**config.mk**
```make
export PLATFORM = sky130hd
export DESIGN_NAME = multdiv_ctrl_flat
export DESIGN_NICKNAME = d
export VERILOG_FILES = /design/src/rtl/multdiv_pkg.sv /design/src/rtl/multdiv_ctrl_if.sv /design/src/rtl/multdiv_ctrl_iter_counter.sv /design/src/rtl/multdiv_ctrl.sv /design/src/flat_wrapper.sv
export SDC_FILE = /design/constraint.sdc
export NUM_CORES = 1
export LEC_CHECK = 0
export ABC_AREA = 1
export BUFFER_PORTS_ARGS = -buffer_cell sky130_fd_sc_hd__buf_4
export CAP_MARGIN = 0
export CORE_ASPECT_RATIO = 2
export CORE_UTILIZATION = 45
export DETAILED_ROUTE_END_ITERATION = 10
export HOLD_SLACK_MARGIN = 0.15
export PLACE_DENSITY = 0.77
export RECOVER_POWER = 50
export SYNTH_ARGS = -nofsm -noshare
export SYNTH_HDL_FRONTEND = slang
export SYNTH_HIERARCHICAL = 1
export SYNTH_SLANG_ARGS = --single-unit
```
**constraint.sdc**
```tcl
create_clock -name clk -period 2.7 [get_ports clk]
set_input_delay 0.135 -clock clk [delete_from_list [all_inputs] [get_ports clk]]
set_output_delay 0.135 -clock clk [all_outputs]
set_load 0.01 [all_outputs]
```
**src/rtl/multdiv_pkg.sv**
```systemverilog
// Shared types and constants for the multiply/divide sequencing controller.
package multdiv_pkg;

  localparam int CNT_W         = 6;
  localparam int MULT_DONE_CNT = 17;
  localparam int DIV_DONE_CNT  = 33;

  localparam logic [CNT_W-1:0] MULT_TERM = CNT_W'(MULT_DONE_CNT);
  localparam logic [CNT_W-1:0] DIV_TERM  = CNT_W'(DIV_DONE_CNT);

  typedef enum logic [1:0] {
    IDLE     = 2'd0,
    MULT_RUN = 2'd1,
    DIV_RUN  = 2'd2,
    DONE     = 2'd3
  } state_t;

endpackage

```
**src/rtl/multdiv_ctrl_if.sv**
```systemverilog
// Bundle of processor-side start/operand/result signals and datapath-side
// operand/count/result signals around the multiply/divide controller.
interface multdiv_ctrl_if;

  logic        ctrl_MULT;
  logic        ctrl_DIV;
  logic [31:0] data_operandA;
  logic [31:0] data_operandB;
  logic [31:0] op_a;
  logic [31:0] op_b;
  logic [31:0] count;
  logic [31:0] mult_product;
  logic        mult_overflow;
  logic [31:0] div_quotient;
  logic        div_exception;
  logic [31:0] data_result;
  logic        data_exception;
  logic        data_resultRDY;

  modport slave (
    input  ctrl_MULT, ctrl_DIV, data_operandA, data_operandB,
    input  mult_product, mult_overflow, div_quotient, div_exception,
    output op_a, op_b, count, data_result, data_exception, data_resultRDY
  );

  modport master (
    output ctrl_MULT, ctrl_DIV, data_operandA, data_operandB,
    output mult_product, mult_overflow, div_quotient, div_exception,
    input  op_a, op_b, count, data_result, data_exception, data_resultRDY
  );

endinterface

```
**src/rtl/multdiv_ctrl_iter_counter.sv**
```systemverilog
// Iteration counter with synchronous clear/enable and a terminal-count flag.
module iter_counter
  import multdiv_pkg::*;
(
  input  logic             clk,
  input  logic             reset,
  input  logic             i_clear,
  input  logic             i_enable,
  input  logic [CNT_W-1:0] i_term,
  output logic [CNT_W-1:0] o_cnt,
  output logic             o_atTerm
);

  logic [CNT_W-1:0] r_cnt;

  always_ff @(posedge clk) begin
    if (reset) begin
      r_cnt <= '0;
    end else if (i_clear) begin
      r_cnt <= '0;
    end else if (i_enable) begin
      r_cnt <= r_cnt + 1'b1;
    end
  end

  assign o_cnt    = r_cnt;
  assign o_atTerm = (r_cnt == i_term);

endmodule

```
**src/rtl/multdiv_ctrl.sv**
```systemverilog
// Sequencer for the Booth multiplier and iterative divider: latches operands,
// drives the shared count bus and returns the captured result with a ready strobe.
module multdiv_ctrl
  import multdiv_pkg::*;
(
  input  logic               clk,
  input  logic               reset,
  multdiv_ctrl_if.slave      bus
);

  state_t           r_state;
  state_t           w_nextState;
  logic [31:0]      r_opA;
  logic [31:0]      r_opB;
  logic [31:0]      r_result;
  logic             r_exception;

  logic             w_startMult;
  logic             w_startDiv;
  logic             w_start;
  logic             w_divZero;
  logic             w_running;
  logic             w_capMult;
  logic             w_capDiv;
  logic [CNT_W-1:0] w_cnt;
  logic [CNT_W-1:0] w_term;
  logic             w_atTerm;

  // Multiply has priority when both start pulses arrive together.
  assign w_startMult = bus.ctrl_MULT;
  assign w_startDiv  = bus.ctrl_DIV & ~bus.ctrl_MULT;
  assign w_start     = w_startMult | w_startDiv;
  assign w_divZero   = w_startDiv & (bus.data_operandB == 32'd0);
  assign w_running   = (r_state == MULT_RUN) || (r_state == DIV_RUN);
  assign w_term      = (r_state == DIV_RUN) ? DIV_TERM : MULT_TERM;

  iter_counter u_counter (
    .clk      (clk),
    .reset    (reset),
    .i_clear  (w_start | ~w_running),
    .i_enable (w_running),
    .i_term   (w_term),
    .o_cnt    (w_cnt),
    .o_atTerm (w_atTerm)
  );

  always_comb begin
    w_nextState = r_state;
    w_capMult   = 1'b0;
    w_capDiv    = 1'b0;
    if (w_startMult) begin
      w_nextState = MULT_RUN;
    end else if (w_startDiv) begin
      w_nextState = w_divZero ? DONE : DIV_RUN;
    end else begin
      case (r_state)
        IDLE: w_nextState = IDLE;
        MULT_RUN: begin
          if (w_atTerm) begin
            w_capMult   = 1'b1;
            w_nextState = DONE;
          end
        end
        DIV_RUN: begin
          if (w_atTerm) begin
            w_capDiv    = 1'b1;
            w_nextState = DONE;
          end
        end
        DONE: w_nextState = IDLE;
        default: w_nextState = IDLE;
      endcase
    end
  end

  always_ff @(posedge clk) begin
    if (reset) begin
      r_state     <= IDLE;
      r_opA       <= '0;
      r_opB       <= '0;
      r_result    <= '0;
      r_exception <= 1'b0;
    end else begin
      r_state <= w_nextState;
      if (w_start) begin
        r_opA <= bus.data_operandA;
        r_opB <= bus.data_operandB;
      end
      // Result registers only change on a completion, never on a plain start.
      if (w_divZero) begin
        r_result    <= '0;
        r_exception <= 1'b1;
      end else if (w_capMult) begin
        r_result    <= bus.mult_product;
        r_exception <= bus.mult_overflow;
      end else if (w_capDiv) begin
        r_result    <= bus.div_quotient;
        r_exception <= bus.div_exception;
      end
    end
  end

  assign bus.op_a           = r_opA;
  assign bus.op_b           = r_opB;
  assign bus.count          = w_running ? {{(32-CNT_W){1'b0}}, w_cnt} : 32'd0;
  assign bus.data_result    = r_result;
  assign bus.data_exception = r_exception;
  assign bus.data_resultRDY = (r_state == DONE);

endmodule

```
**src/flat_wrapper.sv**
```systemverilog
// flat-port wrapper written by rule: the top's interface ports become plain ports
module multdiv_ctrl_flat import multdiv_pkg::*;
  (clk, reset, bus_ctrl_MULT, bus_ctrl_DIV, bus_data_operandA, bus_data_operandB, bus_mult_product, bus_mult_overflow, bus_div_quotient, bus_div_exception, bus_op_a, bus_op_b, bus_count, bus_data_result, bus_data_exception, bus_data_resultRDY);
  multdiv_ctrl_if bus_i ();
  input  logic clk;
  input  logic reset;
  input wire logic [$bits(bus_i.ctrl_MULT)-1:0] bus_ctrl_MULT;
  input wire logic [$bits(bus_i.ctrl_DIV)-1:0] bus_ctrl_DIV;
  input wire logic [$bits(bus_i.data_operandA)-1:0] bus_data_operandA;
  input wire logic [$bits(bus_i.data_operandB)-1:0] bus_data_operandB;
  input wire logic [$bits(bus_i.mult_product)-1:0] bus_mult_product;
  input wire logic [$bits(bus_i.mult_overflow)-1:0] bus_mult_overflow;
  input wire logic [$bits(bus_i.div_quotient)-1:0] bus_div_quotient;
  input wire logic [$bits(bus_i.div_exception)-1:0] bus_div_exception;
  output wire logic [$bits(bus_i.op_a)-1:0] bus_op_a;
  output wire logic [$bits(bus_i.op_b)-1:0] bus_op_b;
  output wire logic [$bits(bus_i.count)-1:0] bus_count;
  output wire logic [$bits(bus_i.data_result)-1:0] bus_data_result;
  output wire logic [$bits(bus_i.data_exception)-1:0] bus_data_exception;
  output wire logic [$bits(bus_i.data_resultRDY)-1:0] bus_data_resultRDY;
  assign bus_i.ctrl_MULT = bus_ctrl_MULT;
  assign bus_i.ctrl_DIV = bus_ctrl_DIV;
  assign bus_i.data_operandA = bus_data_operandA;
  assign bus_i.data_operandB = bus_data_operandB;
  assign bus_i.mult_product = bus_mult_product;
  assign bus_i.mult_overflow = bus_mult_overflow;
  assign bus_i.div_quotient = bus_div_quotient;
  assign bus_i.div_exception = bus_div_exception;
  assign bus_op_a = bus_i.op_a;
  assign bus_op_b = bus_i.op_b;
  assign bus_count = bus_i.count;
  assign bus_data_result = bus_i.data_result;
  assign bus_data_exception = bus_i.data_exception;
  assign bus_data_resultRDY = bus_i.data_resultRDY;
  multdiv_ctrl u_core (.clk(clk), .reset(reset), .bus(bus_i));
endmodule
```
Word level (Yosys, flattened, before mapping)
Index checks and enable logic that the tools add are counted.
- bits in registers: 105
- bits in latches: 0
- bits in writable memories: 0
- ROM bits: 0
- bits of input ports: 134
- output and inout bits: 130
- logic and storage cells: 49
- memories: 0
- add/sub/neg operators: 1
- multipliers: 0
- div/mod/pow operators: 0
- $lt $le $gt $ge: 0
- equality and inequality tests: 6
- shift-type cells: 0
- mux-type cells: 19
- bitwise gates (word level): 6
- reduce and logical (&&, ||, !) cells: 10
- operators by type and width (cell ; count):
    32-bit two-way mux ; 2
    32-bit zero test ; 1
    1-bit two-way mux ; 12
    6-bit two-way mux ; 2
    2-bit OR reduction ; 5
    6-bit by 1-bit adder with 6-bit output (second input constant) ; 1
    6-bit equality test ; 1
    2-bit equality test (second input constant) ; 2
    2-bit two-way mux ; 2
    4-bit by 1-bit != test with 1-bit output (second input constant) ; 1
    2-bit one-hot mux with 2 select lines ; 1
    3-bit by 1-bit != test with 1-bit output (second input constant) ; 1
    3-bit nonzero test ; 1
    1-bit AND ; 2
    2-bit by 1-bit equality test with 1-bit output (second input constant) ; 1
    2-bit zero test ; 1
    1-bit inverter ; 2
    1-bit OR ; 2
    2-bit nonzero test ; 1
    1-bit logical OR ; 1

Logic depth before layout (Yosys ltp)
Gate-level depths: netlist (run 1).
- depth after elaboration: 10
- depth in mapped cells: 14
- mapped depth without buffers: 13

By module
Netlist (run 1), hierarchy kept.
- modules (own cells, without submodules) (module ; times used ; cells each ; area each (um^2) ; seq. area each (um^2)):
    multdiv_ctrl ; 1 ; 634 ; 4503.1 ; 1981.9
    iter_counter ; 1 ; 62 ; 384.1 ; 120.1

Worst setup path before layout (run 1)
Ideal clock, no wire load.
- kind: reg-to-reg
- start point: reg u_core.r_state[0]
- end point: reg u_core.r_result[10] (netlist: u_core/bus.data_result[10])
- setup time: 0.118 ns
- arrival: 1.785 ns
- required time: 2.582 ns
- setup slack: 0.797 ns
- cell stages (with the launch flop): 13
- path buffers: 1
- period minus slack after synthesis: 1.903 ns
- cell sequence: dfxtp_1 > inv_1 > ha_1 > inv_1 > inv_1 > or2_2 > nand3_1 > nor2_1 > nand3_4 > clkbuf_1 > nand2_1 > a22oi_1 > nor2_1
- longest elaborated chain between the ends: 8
- elaborated cells between the ends (all ways): 13
- those cells by class: 3 x eq/ne; 9 x mux; 1 x reduce/logical
- ends and longest elaborated chain (what ; line ; source):
    from (decl) ; multdiv_ctrl.sv:11 ; state_t r_state;
    from (signal assigned) ; multdiv_ctrl.sv:84 ; r_state <= w_nextState;
    2-bit equality test (*) ; multdiv_ctrl.sv:35 ; assign w_term = (r_state == DIV_RUN) ? DIV_TERM : MULT_TERM;
    6-bit two-way mux (*) ; multdiv_ctrl.sv:35 ;
    named net u_core.w_term[5] ; multdiv_ctrl.sv:26 ; logic [CNT_W-1:0] w_term;
    6-bit equality test (*) ; multdiv_ctrl_iter_counter.sv:27 ; assign o_atTerm = (r_cnt == i_term);
    named net u_core.w_atTerm ; multdiv_ctrl.sv:27 ; logic w_atTerm;
    1-bit two-way mux (*) ; multdiv_ctrl.sv:59, multdiv_ctrl.sv:65 ;
    1-bit two-way mux ; multdiv_ctrl.sv:56 ; case (r_state)
    1-bit two-way mux ; multdiv_ctrl.sv:53 ; end else if (w_startDiv) begin
    1-bit two-way mux ; multdiv_ctrl.sv:51 ; if (w_startMult) begin
    32-bit two-way mux / 2-bit nonzero test (equally long branches) ; - ;
    to (signal assigned) ; multdiv_ctrl.sv:94 ; r_result <= bus.mult_product;
    to (signal assigned) ; multdiv_ctrl.sv:97 ; r_result <= bus.div_quotient;
    to (decl) ; multdiv_ctrl.sv:15 ; logic [31:0] r_result;
Mark *: on every way through the listed nets, which the timed path passes. The rest lies on a longest branch.
A chain may end at the register's enable or synchronous reset.

Worst setup path after layout (run 1)
- start point: reg u_core.r_state[0]
- end point: reg u_core.r_result[19] (netlist: u_core/bus.data_result[19])
The elaborated chain is that of the path after synthesis.

==> results of run 1 <==
## per-layer routing
metal	track usage, %	wire, um	part of all wire (%)	vias to the layer above
li1	-	-	-	2717
met1	25.4	5320	34	2452
met2	51.8	8650	56	236
met3	5.95	1060	6.8	38
met4	14.0	525	3.4	0
met5	0	0	0	-
## worst max-delay path by stage
stage                                  from                          to  slack [ns]  depth (start not counted)
final                     u_core/r_state[0]  u_core/bus.data_result[19]        0.43                         12
after global routing      u_core/r_state[0]  u_core/bus.data_result[25]        0.18                         12
after CTS                 u_core/r_state[0]  u_core/bus.data_result[18]        0.44                         12
after detailed placement  u_core/r_state[0]  u_core/bus.data_result[18]        0.45                         12
after global placement    u_core/r_state[0]  u_core/bus.data_result[17]        0.56                         12
after floorplan           u_core/r_state[0]  u_core/bus.data_result[10]        0.80                         12
## registers in the layout (all words and copies together), names as in the netlist
signal,flops
u_core/bus.data_exception,1
u_core/bus.op_a,32
u_core/bus.data_result,32
u_core/r_state,2
u_core/u_counter/o_cnt,6
u_core/bus.op_b,32
## worst max-delay path: stages (launching register included)
cell and delay, ns:
dfxtp_1 0.38, inv_1 0.06, ha_1 0.22, inv_1 0.08
inv_1 0.05, nand2_1 0.05, nand3_1 0.08, nor2_1 0.35
nand3_4 0.35, buf_4 0.33, nand2_1 0.09, a22oi_1 0.06
nor2_1 0.11
## cells in the final DEF (no fill, tap or decap), types with 2 or more instances in the layout
| master | count |
|---|---|
| nor2_1 | 190 |
| buf_4 | 138 |
| dfxtp_1 | 105 |
| clkbuf_1 | 104 |
| dlygate4sd3_1 | 88 |
| inv_1 | 81 |
| nand2_1 | 81 |
| o21ai_0 | 62 |
| conb_1 | 34 |
| nor2_2 | 23 |
| a21oi_1 | 22 |
| a22oi_1 | 22 |
| o21ai_1 | 15 |
| clkbuf_16 | 9 |
| nand3_1 | 7 |
| ha_1 | 4 |
| nor2_4 | 3 |
| clkinvlp_4 | 2 |
| clkinv_4 | 2 |
| inv_8 | 2 |
| inv_2 | 2 |
| nand4_1 | 2 |
| nand2_2 | 2 |
| a21oi_2 | 2 |
| nor3_1 | 2 |
## through the flow
step | setup slack [ns] | area, um2
2_1_floorplan | 0.797 | 5010
3_5_place_dp | 0.449 | 6600
4_1_cts | 0.439 | 7770
3_3_place_gp | 0.556 | 6600
6_report | 0.430 | 7380
5_1_grt | 0.180 | 7380
## power groups by stage
stage | Sequential, uW | Combinational [uW] | Clock, uW
2_1_floorplan | 1720 | 226 | 0
3_3_place_gp | 1690 | 531 | 0
3_5_place_dp | 1690 | 535 | 0
4_1_cts | 1660 | 639 | 1300
5_1_grt | 1660 | 660 | 1360
6_report | 1660 | 602 | 1270
## layout make-up
cell class	count	area share (%)
Timing Repair Buffer	331	31.5
Multi-Input combinational cell	477	29.5
Sequential cell	105	28.5
Inverter	84	4.27
Clock buffer	9	3.05
Tap cell	137	2.32
Clock inverter	7	0.864
## timing repair
action                                  4_1_cts  5_1_grt
endpoints found under the setup margin        0        0
hold buffers                                 88        0
gates resized for setup                       0        0
buffers inserted                              0        0
endpoints found under the hold margin        94        0
## cells by family after synthesis
family	share of synthesized area (%)
AO/OA/AOI/OAI	14.2
XOR/XNOR	0.179
adder cells (fa/ha/maj)	1.02
buffers and inverters	14.9
flip-flops	43.0
other	0.154
AND/OR/NAND/NOR	26.6
==> out/summary.txt, run 1 <==
Worst slew pin tran: 0.650 ns
Synth unique cells: 30
Hold Path Origin: bus_div_quotient[7]
Gr ovfl total: 0
Clock Path Buffers: 2
Worst Skew: 0.0101 ns
DRC: 0
RSZ-0062 raised after global routing: false
Final worst path period need: 2.27 ns
First-iteration detailed-routing DRC count: 249
ANT cells: 0
Async set-or-reset flop fraction in the synthesized netlist: 0%
Worst VDD drop: 0.358 mV
Tcrit/Tclk final: 84.1%
Final cell count without fillers: 1150
Hold Violations, Final: 0
Die Span Y: 149 um
Final setup vio count: 0
Clock Sinks: 105
Worst-path clk slew: 0.07 ns
Pwr/cell area: 478 mW/mm2
Max Clk Rate: 0.440 GHz
Synth Cell Area: 0.00489 mm2
Synth top area cells: dfxtp_1, nor2_1, o21ai_0, inv_1, nand2_1
Register share of total power: 46.9%
Cts bufs inserted: 9
Synthesis Warnings: 6
Worst hold path type: in2reg
Initial antenna violation count: 0
R2r startpoint: u_core/r_state[0]
Root Driver: clkbuf_16
First-pass GRT wire length: 23.4 mm
Worst-skew pair later-pin latency: 0.34 ns
Max_cap viols: 0
Combinational share of power: 17.1%
WHS Endpoint: u_core/bus.data_result[7]
Net Sw Power: 967 uW
Critical Path Sink Type: flop
Slew Viols, Final: 0
P&R area growth vs syn: 51.1%
Sw Share: 27.4%
Status: finished clean
Final hold slack: 0.152 ns
Clock share of power: 36.0%
Gr usage total: 27.2%
Routed WL: 15.6 mm
Yosys reg bits: 105
Number of synthesized flops with an enable pin: 0
Vias per cell: 4.73
DP Cell Count: 1046
Core Util, Final: 70.0%
FF-to-FF setup slack: 0.43 ns
Register area share after synthesis: 43.0%
Count leader, synth: nor2_1
Cell taking the most area after synthesis: dfxtp_1
Vias in the first global route: 5130
Multi-input logic area: 0.00218 mm2
Filler instances: 961
Syn avg cell area: 7.02 um2
DRT Pass-1 Iters: 5
CORE AREA: 0.0105 mm2
Post-DR wirelength/cell: 13.5 um
Total die area: 0.0113 mm2
Post-route setup TNS: 0 ns
Dpl hpwl: 9.88 mm
Critical path launch point type: flop
Data arrival, critical path: 2.54 ns
IO Pins: 264
Storage element area: 0.00210 mm2
Post-DRT Antenna Nets: 0
Fraction of layout instances using a drive strength above 1: 18.8%
H-tree depth: 3
DR vias: 5443
NumNets Final: 1146
Die W: 75.7 um
Port buffer count: 237
CTS tree: yes
Largest net degree at the start of global routing: 66
Synth Flop Type: dfxtp_1
Synth Instances: 696
Worst R2R Path Depth: 12
Crit-path max FO: 30
Slew HR: 56.5%
P_leak: 0.00349 uW
WHS Path Cells: 5
Critical path type: reg2reg
Routability cong.: 0.829
Critical R2R Capture: u_core/bus.data_result[19]
Std-Cell Rows: 53
Synth top cells by count: nor2_1, dfxtp_1, inv_1, nand2_1, o21ai_0
Top cell type's share of synthesized area: 43.0%
Internal: 2560 uW
Design Power: 3530 uW
Required @ worst endpoint: 2.97 ns
Initial core utilization: 46.4%
Note: power is estimated with default switching activity, not from simulation.
==> run 2: changes to the inputs <==
==> constraint.sdc (replaced) <==
create_clock -name clk -period 2.3 [get_ports clk]
set_input_delay 0.115 -clock clk [delete_from_list [all_inputs] [get_ports clk]]
set_output_delay 0.115 -clock clk [all_outputs]
set_load 0.01 [all_outputs]
==> out/summary.txt, run 2 (synthesis gave the netlist of run 1 again) <==
Gr usage total: 27.3% (+0.14 points)
Core Util, Final: 70.9% (+0.90 points)
Total die area: 0.0113 mm2 (unchanged)
Std-Cell Rows: 53 (unchanged)
Filler instances: 920 (-4.3%)
Root Driver: clkbuf_16
Register share of total power: 47.2% (+0.3 points)
Vias per cell: 4.74 (+0.19%)
CP startpoint: u_core/r_state[0]
Routed WL: 15.6 mm (+0.50%)
Multi-input logic area: 0.00219 mm2 (+0.46%)
Final setup vio count: 0 (unchanged)
Slew Viols, Final: 0 (unchanged)
Initial core utilization: 46.4% (unchanged)
Storage element area: 0.00210 mm2 (unchanged)
Post-CTS setup repair buffer count: 0 (unchanged)
DRT Pass-1 Iters: 5 (unchanged)
Clock Sinks: 105 (unchanged)
Pwr/cell area: 550 mW/mm2 (+15%)
CP peak stage delay: 0.55 ns (+0.17 ns)
Worst-path clk slew: 0.07 ns (about the same)
Port buffer count: 237 (unchanged)
Worst Skew: 0.0116 ns (+0.00152 ns)
Dpl hpwl: 10.2 mm (+3.6%)
P_leak: 0.00354 uW (+1.5%)
Die W: 75.7 um (unchanged)
DR vias: 5501 (+1.1%)
CTS tree: yes
Routability cong.: 0.822 (-0.89%)
DRC: 0 (unchanged)
Combinational share of power: 17.4% (+0.3 points)
Final hold slack: 0.159 ns (+0.00662 ns)
Clock share of power: 35.4% (-0.6 points)
Clock Path Buffers: 2 (unchanged)
Worst VDD drop: 0.388 mV (+8.3%)
Crit path max-delay family: buffers and inverters
Critical path launch point type: flop
Max_cap viols: 0 (unchanged)
Commonest non-fill, non-tap cell in the layout: nor2_1
Most frequent CP cell: inv_1
Initial antenna violation count: 0 (unchanged)
Most frequent cells in the layout: nor2_1, buf_4, dfxtp_1
Final worst path period need: 2.15 ns (-0.124 ns)
R2r startpoint: u_core/r_state[0]
H-tree depth: 3 (unchanged)
Slew HR: 43.2% (-13 points)
Pre-CTS WS: -0.0357 ns (-0.485 ns)
Hold Path Origin: bus_ctrl_DIV
Sw Share: 27.0% (-0.39 points)
NumNets Final: 1156 (+0.87%)
Gr ovfl total: 0 (unchanged)
Max Clk Rate: 0.466 GHz (+5.8%)
First-iteration detailed-routing DRC count: 128 (-49%)
Post-DRT Antenna Nets: 0 (unchanged)
Vias in the first global route: 5361 (+4.5%)
RSZ-0062 raised after global routing: false
Cts bufs inserted: 9 (unchanged)
Data arrival, critical path: 2.38 ns (-0.16 ns)
Post-DR wirelength/cell: 13.5 um (-0.36%)
Worst-skew pair later-pin latency: 0.34 ns (about the same)
P&R area growth vs syn: 53.0%
CORE AREA: 0.0105 mm2 (unchanged)
Final instance area: 0.00748 mm2 (+1.3%)
Worst hold path type: in2reg
Crit-path max FO: 5 (-83%)
Placed cell area: 0.00662 mm2 (+0.27%)
Critical Path Sink Type: flop
Die Span Y: 149 um (unchanged)
Largest net degree at the start of global routing: 66 (unchanged)
Post-route setup slack: 0.154 ns (-0.276 ns)
Net Sw Power: 1110 uW (+15%)
IO Pins: 264 (unchanged)
Worst path slowest cell: dlygate4sd3_1
Hold Violations, Final: 0 (unchanged)
ANT cells: 0 (unchanged)
Required @ worst endpoint: 2.53 ns (-0.44 ns)
Critical path type: reg2reg
First-pass GRT wire length: 23.7 mm (+1.3%)
Fraction of layout instances using a drive strength above 1: 19.7% (+0.99 points)
Worst slew pin tran: 0.851 ns (+0.201 ns)
Bufs and invs on worst path: 4 (unchanged)
Status: finished clean
Internal: 3000 uW (+17%)
Tcrit/Tclk final: 93.3% (+9.2 points)
CP Cell Sequence: inv_1 > ha_1 > inv_1 > inv_1 > or2_2 > nand3_1 > nor2_4 > o21ai_1 > a211oi_1 > dlygate4sd3_1
==> run 2: cell type report <==
| cell class | count | area share [%] |
|---|---|---|
| Tap cell | 137 | 2.29 |
| Multi-Input combinational cell | 478 | 29.3 |
| Sequential cell | 105 | 28.1 |
| Clock inverter | 7 | 0.736 |
| Timing Repair Buffer | 340 | 32.3 |
| Clock buffer | 9 | 3.01 |
| Inverter | 84 | 4.27 |
==> run 2: power groups by stage <==
stage          clock (uW)  sequential (uW)  combinational [uW]
2_1_floorplan           0             2020                 266
3_3_place_gp            0             1980                 625
3_5_place_dp            0             1980                 631
4_1_cts              1490             1940                 763
5_1_grt              1570             1950                 785
6_report             1460             1940                 715
==> run 2: path summary, 6_finish.rpt <==
check | endpoint | slack (ns) | depth (start not counted)
max | u_core/r_state[1] | 0.15 | 10
min | u_core/r_state[0] | 0.16 | 4
max reg2reg | u_core/r_state[1] | 0.15 | 10
min reg2reg | u_core/bus.op_a[15] | 0.48 | 2
==> run 2: per-layer routing <==
layer  global-route usage (%)  vias to the layer above  part of all wire, %
li1                         -                     2738                    -
met1                     24.6                     2477                   33
met2                     52.9                      235                   55
met3                     6.35                       51                  6.8
met4                     14.0                        0                  4.3
met5                        0                        -                    0
==> run 2: worst reg2reg max path, cell delays in order (launching register included) <==
cell           delay [ns]
dfxtp_1              0.38
inv_1                0.06
ha_1                 0.22
inv_1                0.08
inv_1                0.05
or2_2                0.26
nand3_1              0.13
nor2_4               0.09
o21ai_1              0.14
a211oi_1             0.08
dlygate4sd3_1        0.55
==> run 2: metrics by stage <==
step	instances	power, uW	setup TNS [ns]
5_1_grt	1160	4310	0
6_report	1160	4110	0
3_5_place_dp	1050	2620	-0.0429
4_1_cts	1160	4200	0
3_3_place_gp	1050	2610	0
2_1_floorplan	728	2290	0
==> run 2: repair_timing <==
action,4_1_cts,5_1_grt
pin swaps,1,0
endpoints found under the hold margin,99,0
gates cloned,1,0
endpoints found under the setup margin,6,33
hold buffers,93,0
gates resized for setup,1,3
==> run 3: changes to the inputs <==
--- a/config.mk
+++ b/config.mk
@@ -6,13 +6,15 @@
 export NUM_CORES = 1
 export LEC_CHECK = 0
 export ABC_AREA = 1
-export BUFFER_PORTS_ARGS = -buffer_cell sky130_fd_sc_hd__buf_4
 export CAP_MARGIN = 0
-export CORE_ASPECT_RATIO = 2
-export CORE_UTILIZATION = 45
+export CORE_AREA = 2 2 102 104
+export CTS_BUF_LIST = sky130_fd_sc_hd__clkbuf_8
+export CTS_CLUSTER_SIZE = 14
 export DETAILED_ROUTE_END_ITERATION = 10
+export DIE_AREA = 0 0 104 106
+export DONT_BUFFER_PORTS = 1
 export HOLD_SLACK_MARGIN = 0.15
-export PLACE_DENSITY = 0.77
+export PLACE_DENSITY = 0.61
 export RECOVER_POWER = 50
 export SYNTH_ARGS = -nofsm -noshare
 export SYNTH_HDL_FRONTEND = slang
==> out/summary.txt, run 3 (synthesis gave the netlist of run 1 again) <==
Slew Viols, Final: 0 (unchanged)
Setup crit end: u_core/r_state[1]
Hold Violations, Final: 0 (unchanged)
Max_cap viols: 0 (unchanged)
Routed WL: 14.3 mm (-8.6%)
Register share of total power: 53.4% (+6.2 points)
DP Cell Count: 808 (-23%)
DRT Pass-1 Iters: 5 (unchanged)
FF-to-FF setup slack: 0.16 ns (about the same)
Most frequent cells in the layout: nor2_1, dlygate4sd3_1, dfxtp_1
Most frequent CP cell: inv_1
ANT cells: 0 (unchanged)
Die Span Y: 106 um (-29%)
Port buffer count: 0 (-100%)
Worst slew pin tran: 0.727 ns (-0.124 ns)
P&R area growth vs syn: 31.1%
CP startpoint: u_core/r_state[0]
Initial antenna violation count: 0 (unchanged)
Crit path max-delay family: buffers and inverters
CTS tree: yes
Largest net degree at the start of global routing: 45 (-32%)
R2r startpoint: u_core/r_state[0]
Filler instances: 874 (-5.0%)
Vias in the first global route: 4662 (-13%)
Tcrit/Tclk final: 92.8% (-0.46 points)
Post-route setup TNS: 0 ns (unchanged)
Critical path type: reg2reg
Crit-path max FO: 5 (unchanged)
Fraction of layout instances using a drive strength above 1: 7.30% (-12 points)
Worst-skew pair later-pin latency: 0.36 ns (+0.02 ns)
NumNets Final: 956 (-17%)
Multi-input logic area: 0.00220 mm2 (+0.34%)
Total die area: 0.0110 mm2 (-2.5%)
Dpl hpwl: 8.85 mm (-14%)
Pwr/cell area: 586 mW/mm2 (+6.6%)
Internal: 2760 uW (-8.2%)
Worst hold path type: in2reg
Max Clk Rate: 0.468 GHz (+0.50%)
Storage element area: 0.00210 mm2 (about the same)
Post-CTS setup repair buffer count: 0 (unchanged)
Post-DRT Antenna Nets: 0 (unchanged)
CORE AREA: 0.0100 mm2 (-5.2%)
DR vias: 4783 (-13%)
Net Sw Power: 998 uW (-10%)
Critical path launch point type: flop
Worst R2R Path Depth: 10 (unchanged)
Post-DR wirelength/cell: 14.9 um (+11%)
Worst path slowest cell: dlygate4sd3_1
Commonest non-fill, non-tap cell in the layout: nor2_1
Worst-path clk slew: 0.10 ns (+0.03 ns)
Slew HR: 51.5% (+8.4 points)
P_leak: 0.00288 uW (-18%)
RSZ-0062 raised after global routing: false
Gr usage total: 25.3% (-2.0 points)
Bufs and invs on worst path: 4 (unchanged)
CP Cell Sequence: inv_1 > ha_1 > inv_1 > inv_1 > or2_2 > nand3_1 > nor2_4 > o21ai_1 > a211oi_1 > dlygate4sd3_1
Data arrival, critical path: 2.38 ns (about the same)
Sw Share: 26.6% (-0.44 points)
Clock Sinks: 105 (unchanged)
Vias per cell: 4.99 (+5.3%)
Die W: 104 um (+37%)
Std-Cell Rows: 37 (-30%)
Root Driver: clkbuf_8
Clock share of power: 33.9% (-1.5 points)
Initial core utilization: 48.9% (+2.5 points)
Combinational share of power: 12.7% (-4.7 points)
First-iteration detailed-routing DRC count: 261 (+100%)
DRC: 0 (unchanged)
H-tree depth: 3 (unchanged)
Gr ovfl total: 0 (unchanged)
Status: finished clean
Final cell count without fillers: 958 (-17%)
Required @ worst endpoint: 2.54 ns (about the same)
First-pass GRT wire length: 22.8 mm (-3.6%)
Final setup vio count: 0 (unchanged)
IO Pins: 264 (unchanged)
Cts bufs inserted: 9 (unchanged)
Number of cells on the critical path: 10 (unchanged)
Critical Path Sink Type: flop
Clock Path Buffers: 2 (unchanged)
Worst Skew: 0.0123 ns (+0.000654 ns)
CP peak stage delay: 0.56 ns (about the same)
Routability cong.: 0.804 (-2.1%)
Final worst path period need: 2.14 ns (-0.0106 ns)
Worst VDD drop: 0.389 mV (+0.29%)
Critical R2R Capture: u_core/r_state[1]
## run 3: changes by cell type in the layout (fill, tap and decap cells not counted), moves of 2 or more
cell           previous run  this run
clkbuf_1                 98         0
buf_4                   149         4
clkinv_2                  2         0
clkbuf_8                  0         9
dlygate4sd3_1            93       134
bufinv_16                 0         2
clkbuf_16                 9         0
## run 3: what timing repair did
| item | 4_1_cts | 5_1_grt |
|---|---|---|
| gates resized for setup | 1 | 4 |
| gates cloned | 1 | 0 |
| pin swaps | 1 | 1 |
| hold endpoints to repair | 105 | 0 |
| hold buffers | 134 | 0 |
| setup endpoints to repair | 9 | 33 |
## run 3: per-layer routing
| metal | track usage (%) | part of all wire [%] |
|---|---|---|
| met5 | 0 | 0 |
| met4 | 9.46 | 2.2 |
| met3 | 7.23 | 8.3 |
| met2 | 46.6 | 51 |
| met1 | 27.5 | 38 |
## run 3: through the flow
step	hold WS [ns]	instance area (um2)	setup slack [ns]	util (%)	power (uW)
final	0.176	6410	0.165	64.1	3760
after detailed placement	0.185	4820	-0.0530	48.2	2320
after global placement	0.180	4820	0.135	48.2	2310
after CTS	0.156	6400	0.00997	64.0	3790
after floorplan	0.177	5010	0.397	-	2290
after global routing	0.197	6410	0.00432	64.1	3930
## run 3: cell type report
| cell class | instances | area share (%) |
|---|---|---|
| clock inverters | 6 | 1.52 |
| multi-input cells | 478 | 34.3 |
| flip-flops and latches | 105 | 32.8 |
| repair buffers | 140 | 21.8 |
| clock buffers | 9 | 1.93 |
| well taps | 136 | 2.66 |
| inverters | 84 | 4.98 |
## run 3: tightest hold or removal path: cells and delay by family
family | cells | cell delay (ns)
AO/OA/AOI/OAI | 1 | 0.08
AND/OR/NAND/NOR | 4 | 0.29
## run 3: how the worst min path moves through the flow
stage | startpoint | endpoint | slack (ns) | cells past startpoint
after CTS | bus_data_operandB[30] | u_core/bus.data_exception | 0.16 | 5
after floorplan | reset | u_core/bus.data_exception | 0.18 | 1
after detailed placement | reset | u_core/bus.data_exception | 0.19 | 1
after global routing | bus_data_operandB[17] | u_core/bus.data_exception | 0.20 | 5
final | bus_data_operandB[17] | u_core/bus.data_exception | 0.18 | 5
after global placement | reset | u_core/bus.data_exception | 0.18 | 1
## run 3: power groups by stage
| stage | Combinational, uW | Sequential (uW) | Clock, uW |
|---|---|---|---|
| floorplan | 266 | 2020 | 0 |
| CTS | 465 | 2000 | 1320 |
| global placement | 265 | 2040 | 0 |
| global route | 531 | 2020 | 1380 |
| detailed placement | 276 | 2050 | 0 |
| finish | 478 | 2000 | 1270 |
